<file path="src/rtl/nonoverlap_pkg.sv">
// nonoverlap_pkg
//   Shared types and helpers for the dead-time generator.
//   - nonovl_state_t : per-channel FSM state encoding
//   - CNT_W_DEF      : default dead-time counter width
//   - illegal()      : shoot-through request detect (both FET commands high)
package nonoverlap_pkg;

    typedef enum logic [1:0] {
        OFF,
        DEAD,
        DRIVE
    } nonovl_state_t;

    localparam int CNT_W_DEF = 6;

    function automatic logic illegal(input logic h, input logic l);
        return h & l;
    endfunction

endpackage

</file>
<file path="src/rtl/nonoverlap_ch.sv">
// nonoverlap_ch
//   One half-bridge channel: dead-time FSM, down-counter, previous-input
//   register and shoot-through fault flag.
//   Optional macro NONOVL_FAULT_LATCH_EN: sticky fault that holds the
//   channel in OFF until fault_clr; otherwise fault is a registered level.
// Ports
//   clk, rst          clock, async active-high reset
//   en                bridge enable (0 forces OFF, outputs 0)
//   dead_time         dead period in clocks, sampled at counter load
//   high_in, low_in   raw FET commands
//   fault_clr         clears the sticky fault (latched build only)
//   high_out, low_out registered, non-overlapped gate commands
//   dead_busy         1 while in the dead period
//   fault             shoot-through flag
//
//   state | meaning
//   OFF   | bridge disabled or fault-held; outputs 0
//   DEAD  | dead period running (or waiting out an illegal input); outputs 0
//   DRIVE | outputs follow inputs every clock
module nonoverlap_ch
    import nonoverlap_pkg::*;
#(
    parameter int CNT_W = CNT_W_DEF
) (
    input  logic             clk,
    input  logic             rst,
    input  logic             en,
    input  logic [CNT_W-1:0] dead_time,
    input  logic             high_in,
    input  logic             low_in,
    input  logic             fault_clr,
    output logic             high_out,
    output logic             low_out,
    output logic             dead_busy,
    output logic             fault
);

    localparam logic [CNT_W-1:0] CNT_ONE = CNT_W'(1);

    nonovl_state_t    state, state_nxt;
    logic [CNT_W-1:0] cnt, cnt_nxt;
    logic             prev_h, prev_l, prev_h_nxt, prev_l_nxt;
    logic             high_nxt, low_nxt;
    logic             bad, changed, dt_zero, fault_nxt, hold_off;

    assign bad     = illegal(high_in, low_in);
    assign changed = (high_in != prev_h) || (low_in != prev_l);
    assign dt_zero = (dead_time == '0);

`ifdef NONOVL_FAULT_LATCH_EN
    // A clear coinciding with a still-illegal input loses to the set.
    assign fault_nxt = bad | (fault & ~fault_clr);
    assign hold_off  = fault_nxt;
`else
    logic unused_fault_clr;
    assign unused_fault_clr = fault_clr;
    assign fault_nxt = bad;
    assign hold_off  = 1'b0;
`endif

    // State register
    always_ff @(posedge clk or posedge rst) begin
        if (rst) begin
            state    <= OFF;
            cnt      <= '0;
            prev_h   <= 1'b0;
            prev_l   <= 1'b0;
            high_out <= 1'b0;
            low_out  <= 1'b0;
            fault    <= 1'b0;
        end else begin
            state    <= state_nxt;
            cnt      <= cnt_nxt;
            prev_h   <= prev_h_nxt;
            prev_l   <= prev_l_nxt;
            high_out <= high_nxt;
            low_out  <= low_nxt;
            fault    <= fault_nxt;
        end
    end

    // Next-state logic
    always_comb begin
        state_nxt  = state;
        cnt_nxt    = cnt;
        prev_h_nxt = prev_h;
        prev_l_nxt = prev_l;
        if (!en || hold_off) begin
            state_nxt = OFF;
        end else if (bad) begin
            // Park in DEAD with prev={1,1}; the first legal input then
            // counts as a change and reloads a full dead period.
            state_nxt  = DEAD;
            cnt_nxt    = dead_time;
            prev_h_nxt = high_in;
            prev_l_nxt = low_in;
        end else begin
            case (state)
                OFF: begin
                    prev_h_nxt = high_in;
                    prev_l_nxt = low_in;
                    cnt_nxt    = dead_time;
                    state_nxt  = dt_zero ? DRIVE : DEAD;
                end
                DEAD: begin
                    if (changed) begin
                        prev_h_nxt = high_in;
                        prev_l_nxt = low_in;
                        cnt_nxt    = dead_time;
                        state_nxt  = dt_zero ? DRIVE : DEAD;
                    end else if (cnt <= CNT_ONE) begin
                        state_nxt = DRIVE;
                    end else begin
                        cnt_nxt = cnt - CNT_ONE;
                    end
                end
                DRIVE: begin
                    prev_h_nxt = high_in;
                    prev_l_nxt = low_in;
                    if (changed && !dt_zero) begin
                        cnt_nxt   = dead_time;
                        state_nxt = DEAD;
                    end
                end
                default: state_nxt = OFF;
            endcase
        end
    end

    // Output logic: DRIVE is never entered on an illegal input, so the
    // registered outputs can never both be high.
    always_comb begin
        high_nxt = 1'b0;
        low_nxt  = 1'b0;
        if (state_nxt == DRIVE) begin
            high_nxt = high_in;
            low_nxt  = low_in;
        end
    end

    assign dead_busy = (state == DEAD);

endmodule

</file>
<file path="src/rtl/nonoverlap_mc.sv">
// nonoverlap_mc
//   Multi-channel programmable dead-time generator for motor-drive
//   half-bridges. NUM_CH independent channels share en, dead_time and
//   fault_clr. Optional macro NONOVL_FAULT_LATCH_EN selects sticky faults.
// Ports
//   clk, rst          clock, async active-high reset
//   en                bridge enable
//   dead_time         shared dead period in clocks
//   high_in, low_in   raw FET commands per channel
//   fault_clr         sticky-fault clear
//   high_out, low_out non-overlapped gate commands per channel
//   dead_busy         per-channel dead-period indicator
//   fault             per-channel shoot-through flag
module nonoverlap_mc
    import nonoverlap_pkg::*;
#(
    parameter int NUM_CH = 3,
    parameter int CNT_W  = CNT_W_DEF
) (
    input  logic              clk,
    input  logic              rst,
    input  logic              en,
    input  logic [CNT_W-1:0]  dead_time,
    input  logic [NUM_CH-1:0] high_in,
    input  logic [NUM_CH-1:0] low_in,
    input  logic              fault_clr,
    output logic [NUM_CH-1:0] high_out,
    output logic [NUM_CH-1:0] low_out,
    output logic [NUM_CH-1:0] dead_busy,
    output logic [NUM_CH-1:0] fault
);

    for (genvar i = 0; i < NUM_CH; i++) begin : g_ch
        nonoverlap_ch #(
            .CNT_W(CNT_W)
        ) u_ch (
            .clk      (clk),
            .rst      (rst),
            .en       (en),
            .dead_time(dead_time),
            .high_in  (high_in[i]),
            .low_in   (low_in[i]),
            .fault_clr(fault_clr),
            .high_out (high_out[i]),
            .low_out  (low_out[i]),
            .dead_busy(dead_busy[i]),
            .fault    (fault[i])
        );
    end

endmodule

</file>
<file path="config.mk">
export PLATFORM = sky130hd
export DESIGN_NAME = nonoverlap_mc
export DESIGN_NICKNAME = d
export VERILOG_FILES = /design/src/rtl/nonoverlap_pkg.sv /design/src/rtl/nonoverlap_ch.sv /design/src/rtl/nonoverlap_mc.sv
export SDC_FILE = /design/constraint.sdc
export NUM_CORES = 1
export LEC_CHECK = 0
export CAP_MARGIN = 10
export CORE_AREA = 8 8 79 81
export DETAILED_ROUTE_END_ITERATION = 10
export DIE_AREA = 0 0 87 89
export PLACE_DENSITY = 0.71
export SLEW_MARGIN = 20
export SYNTH_ARGS = -nofsm -noshare
export SYNTH_HDL_FRONTEND = slang
export SYNTH_SLANG_ARGS = --single-unit
</file>
<file path="constraint.sdc">
create_clock -name clk -period 2.26 [get_ports clk]
set_input_delay 0.339 -clock clk [delete_from_list [all_inputs] [get_ports clk]]
set_output_delay 0.339 -clock clk [all_outputs]
set_load 0.03 [all_outputs]
</file>
After elaboration in Yosys (flattened, before gate mapping)
Index checks and enable logic that the tools add are counted.
{"block": "word_totals", "reg_bits": 39, "latchBits": 0, "ram_bits": 0, "mem_bits_ro": 0, "in_bits": 16, "output_inout_bits": 12, "wordCells": 138, "n_memories": 0}
{"block": "classes", "n_addsub": 3, "n_mul": 0, "div_mod_pow": 0, "magnitude_cmp": 3, "n_eq_ne": 24, "n_shift": 0, "muxes": 58, "bitwise_logic": 3, "n_reduce_logical": 26}
{"op": "6-bit 2-to-1 mux", "count": 12}
{"op": "6-bit case mux with 3 select lines", "count": 3}
{"op": "2-bit 2-to-1 mux", "count": 16}
{"op": "6-bit by 1-bit less-or-equal comparator with 1-bit output (second input constant)", "count": 3}
{"op": "1-bit 2-to-1 mux", "count": 18}
{"op": "2-bit case mux with 3 select lines", "count": 3}
{"op": "6-bit by 1-bit subtractor with 6-bit output (second input constant)", "count": 3}
{"op": "2-bit equality test (second input constant)", "count": 6}
{"op": "4-bit != test (second input constant)", "count": 3}
{"op": "1-bit case mux with 2 select lines", "count": 6}
{"op": "4-bit AND reduction", "count": 3}
{"op": "4-bit nonzero test", "count": 3}
{"op": "3-bit by 1-bit != test with 1-bit output (second input constant)", "count": 3}
{"op": "3-bit != test (second input constant)", "count": 3}
{"op": "3-bit AND reduction", "count": 3}
{"op": "3-bit nonzero test", "count": 3}
{"op": "2-bit by 1-bit equality test with 1-bit output (second input constant)", "count": 3}
{"op": "2-bit logical NOT", "count": 3}
{"op": "6-bit logical NOT", "count": 1}
{"op": "1-bit != test", "count": 6}
{"op": "2-bit OR reduction", "count": 3}
{"op": "1-bit bitwise AND", "count": 3}
{"op": "1-bit logical AND", "count": 3}
{"op": "1-bit logical OR", "count": 3}
{"op": "1-bit logical NOT", "count": 1}

Logic depth before layout (Yosys ltp)
{"block": "logic_depth", "depth_word": 9, "mapped_depth": 7, "mapped_depth_nobuf": 7}

By module
From an unflattened synthesis, not the netlist that was laid out.
{"block": "hier_totals", "cells_unflattened": 268, "hier_area_um2": 2546.2}
{"mod": "nonoverlap_ch (g_ch[0].u_ch ...)", "n_inst": 2, "cells_per_inst": 87, "area_each_um2": 802.0, "seq_area_each_um2": 325.3}
{"mod": "nonoverlap_ch (g_ch[2].u_ch)", "n_inst": 1, "cells_per_inst": 94, "area_each_um2": 942.2, "seq_area_each_um2": 325.3}

Worst setup path after synthesis
Ideal clock, no wire load.
{"block": "synth_path", "kind": "reg-to-reg", "startpoint": "reg g_ch[0].u_ch.cnt[0]", "endpoint": "reg g_ch[0].u_ch.cnt[3]", "setup_ps": 65, "t_arrival_ps": 1738, "required_time_ps": 2195, "path_slack_ps": 457, "stages_incl_launch_ff": 8, "n_path_buf": 0, "synth_period_minus_slack_ps": 1803, "cell_sequence": "dfrtp_1 > inv_1 > ha_1 > o21ba_2 > and2_0 > or4_1 > a21oi_1 > o22a_1"}
{"block": "synth_via", "elab_chain_len": 5, "elab_cells_between_ends": 8, "classes_between": "add/sub: 1; order compare: 1; eq/ne: 1; mux: 4; reduce/logical: 1"}
{"element": "start: declaration", "line_no": "nonoverlap_ch.sv:41", "rtl": "logic [CNT_W-1:0] cnt, cnt_nxt;"}
{"element": "start signal: assignment", "line_no": "nonoverlap_ch.sv:73", "rtl": "cnt <= cnt_nxt;"}
{"element": "6-bit by 1-bit subtractor with 6-bit output", "line_no": "nonoverlap_ch.sv:114", "rtl": "cnt_nxt = cnt - CNT_ONE;"}
{"element": "6-bit 2-to-1 mux", "line_no": "nonoverlap_ch.sv:111", "rtl": "end else if (cnt <= CNT_ONE) begin"}
{"element": "6-bit 2-to-1 mux", "line_no": "nonoverlap_ch.sv:106", "rtl": "if (changed) begin"}
{"element": "6-bit case mux with 3 select lines", "line_no": "nonoverlap_ch.sv:98", "rtl": "case (state)"}
{"element": "6-bit 2-to-1 mux", "line_no": "nonoverlap_ch.sv:90", "rtl": "end else if (bad) begin"}
Several ways; a longest one is shown, not always the timed one. The select of a mux whose other input is x is not followed.
A chain may end at the register's enable or synchronous reset.

Final worst setup path
{"block": "layout_path", "startpoint": "reg g_ch[0].u_ch.state[1]", "endpoint": "out dead_busy[0]"}
{"block": "layout_via", "elab_chain_len": 1}
{"element": "start: declaration", "line_no": "nonoverlap_ch.sv:40", "rtl": "nonovl_state_t state, state_nxt;"}
{"element": "start signal: assignment", "line_no": "nonoverlap_ch.sv:72", "rtl": "state <= state_nxt;"}
{"element": "2-bit by 1-bit equality test with 1-bit output", "line_no": "nonoverlap_ch.sv:141", "rtl": "assign dead_busy = (state == DEAD);"}
{"element": "end: declaration", "line_no": "nonoverlap_mc.sv:29", "rtl": "output logic [NUM_CH-1:0] dead_busy,"}
No other way between the ends.

==> metrics.md <==
| Metric | Value |
|---|---|
| Outcome | completed |
| Fin. Hold Viols | 0 |
| Finished Core Util | 59.2% |
| Setup violators final | 0 |
| Startpoint Class | flop |
| Drt pass-1 iters | 4 |
| Clk_skew | 0.00723 ns |
| PwrDens | 686 nW/um^2 |
| Commonest non-fill, non-tap cell in the layout | dfrtp_1 |
| Cell Area, Synth | 2430 sq um |
| Biggest area consumer among synthesized cells | dfrtp_1 |
| Crit Path Class | flop to primary output |
| Post-synth top area share | 40.1% |
| Clk slew on worst S/H paths | 0.08 ns |
| Library cells used by synthesis | 53 |
| Synthesis-to-layout area growth | 21.1% |
| Most frequent cells in the layout | dfrtp_1, nand2_1, clkdlybuf4s50_1 |
| CTS tree | yes |
| Routability Congestion | 0.842 |
| Unrepaired setup endpoints after global routing | no |
| Synth area leaders | dfrtp_1, o21ai_0, a21oi_1 |
| Data required time of the worst path | 1.92 ns |
| Global-route wire length before repair | 9970 um |
| Fin crit period | 2.13 ns |
| Worst Hold Slack | 0.475 ns |
| Worst Max-Slew Pin Slew | 0.492 ns |
| Nets | 339 |
| Worst R2R Path Depth | 7 |
| Seq/Total Area, Yosys | 40.1% |
| Final setup TNS | 0 ns |
| Clk buf depth | 2 |
| Initial antenna violation count | 0 |
| Grt total ovfl | 0 |
| Input/output buffers | 26 |
| Site row count | 26 |
| Initial Util | 48.9% |
| # fillers | 448 |
| Cell Chain, Critical Path | nand2b_1 > inv_1 > clkdlybuf4s50_1 |
| GRT Util Overall | 16.2% |
| CP endpoint kind | primary output |
| CTS hold repair buffers | 0 |
| Gate Count Post-Synth | 279 |
| Leak pwr | 1.30 nW |
| Critical Path Slowest Stage Cell | clkdlybuf4s50_1 |
| Die ar. | 7740 sq um |
| Die H | 89 um |
| H-tree levels | 2 |
| Fin. max-slew vios | 0 |
| Worst-Skew Late Latency | 0.29 ns |
| Worst path top cell family by delay | buffers and inverters |
| Largest net degree at the start of global routing | 40 |
| Post-route antenna net violation count | 0 |
| CORE AREA | 4980 sq um |
| Max cap viols | 0 |
| Drt initial violations | 170 |
| CTS Buf Count | 5 |
| Maximum clock frequency | 470 MHz |
| WP data arrival | 1.79 ns |
| VDD IR max | 0.512 mV |
| IO Pins | 28 |
| Relative slew slack | 67.2% |
| Post-synthesis average cell area | 8.72 sq um |
| Diode count | 0 |
| Instance count on the critical path | 3 |
| Hpwl dp | 4150 um |
| Final worst path period share | 94.1% |
| Die W | 87 um |
| CTS-repair resized insts | 0 |
| # Post-CTS Setup Buffers | 0 |
| #FFs+latches synth | 39 |
| Yosys warns | 0 |
| Most frequently used flop master after synthesis | dfrtp_1 |
| Syn nets | 301 |
| Worst Hold Class | input pin to async pin |
| Crit path largest cell delay | 0.68 ns |
| WL final | 5700 um |
| Num Clock Sinks | 39 |
| WL/cell | 14.7 um |
| Total number of vias | 2155 |
| Asr flop ratio synth | 100% |
| Vias per Instance | 5.55 |
| CP max FO | 6 |
| Root buf cell | clkbuf_8 |
| Share of cells above drive strength 1 | 11.9% |
| Buf+Inv Stages, Crit Path | 2 |
| Vias in the first global route | 2160 |
| DRC Markers | 0 |
| EDFF count, synth | 0 |
-- metal layers --
| metal | part of all wire (%) | track usage (%) | up-vias |
|---|---|---|---|
| met5 | 0 | 0 | - |
| met4 | 0.72 | 4.54 | 0 |
| met3 | 5.6 | 3.31 | 4 |
| met2 | 48 | 27.5 | 56 |
| met1 | 46 | 20.4 | 1024 |
| li1 | - | - | 1071 |
-- worst register-to-register path: stages (launching register included) --
cell     delay (ns)
dfrtp_1        0.41
inv_1          0.08
ha_1           0.25
o21ba_2        0.23
and2_0         0.25
or4_1          0.45
a21oi_1        0.17
o22a_1         0.15
-- state kept, by name, indices dropped and copies added, names as in the netlist --
| signal | flops |
|---|---|
| g_ch.u_ch.cnt | 18 |
| g_ch.u_ch.fault | 3 |
| g_ch.u_ch.high_out | 3 |
| g_ch.u_ch.low_out | 3 |
| g_ch.u_ch.prev_h | 3 |
| g_ch.u_ch.prev_l | 3 |
| g_ch.u_ch.state | 6 |
-- where the power goes --
part / switching (W) / internal [W] / total [W]
registers: 0.0000820 / 0.000780 / 0.000862
logic: 0.000306 / 0.000239 / 0.000545
clock network: 0.000254 / 0.000358 / 0.000612
-- synth_stat cells (all sizes together), types with 2 or more instances --
| cell | number |
|---|---|
| nor2b | 2 |
| o21a | 3 |
| or4 | 2 |
| a32oi | 4 |
| o21ai | 24 |
| clkbuf | 3 |
| o22ai | 7 |
| nand3 | 2 |
| nor4bb | 2 |
| a31oi | 4 |
| nand2 | 28 |
| o211ai | 6 |
| xnor2 | 6 |
| a21oi | 22 |
| nor4b | 2 |
| inv | 21 |
| nor4 | 4 |
| and2 | 10 |
| nor3 | 5 |
| ha | 6 |
| a22o | 2 |
| mux2i | 4 |
| nand4 | 3 |
| a21o | 2 |
| a22oi | 7 |
| buf | 15 |
| nor2 | 25 |
| o22a | 2 |
| dfrtp | 39 |
-- final cells by class --
cell class	count	area, sq um	area share [%]
repair buffers	49	433	14.7
well taps	70	87.6	2.97
inverters	21	78.8	2.68
multi-input cells	201	1250	42.5
clock buffers	6	82.6	2.80
clock inverters	2	35.0	1.19
flip-flops and latches	39	976	33.1
-- logic make-up (layout without fill, tap and decap cells) --
family,after synthesis,in the layout,synth area share [%]
AO/OA/AOI/OAI,92,92,24.9
AND/OR/NAND/NOR,91,91,18.8
flip-flops,39,39,40.1
buffers and inverters,39,78,8.38
adder cells (fa/ha/maj),7,7,3.50
XOR/XNOR,6,6,2.16
multiplexers,5,5,2.11
-- final timing paths --
| check | end | slack, ns | startpoint |
|---|---|---|---|
| worst max-delay path | dead_busy[0] | 0.13 | g_ch[0].u_ch.state[1] |
| worst min-delay path | g_ch[2].u_ch.fault | 0.48 | rst |
| worst max register to register | g_ch[0].u_ch.cnt[3] | 0.23 | g_ch[0].u_ch.cnt[0] |
| worst min register to register | g_ch[0].u_ch.prev_h | 0.53 | g_ch[0].u_ch.prev_h |
| max in group asynchronous | g_ch[0].u_ch.cnt[2] | 1.44 | rst |
| min in group clk | g_ch[0].u_ch.prev_h | 0.53 | g_ch[0].u_ch.prev_h |
-- metrics by stage --
stage               cells  worst slack [ns]  cell area, sq um  power (W)
finish                388             0.133              2950    0.00202
global route          388            0.0560              2950    0.00214
CTS                   388             0.125              2950    0.00203
detailed placement    380           0.00650              2830    0.00142
global placement      380            0.0347              2830    0.00140
floorplan             279             0.457              2430    0.00124
(Power assumes the default switching activity.)
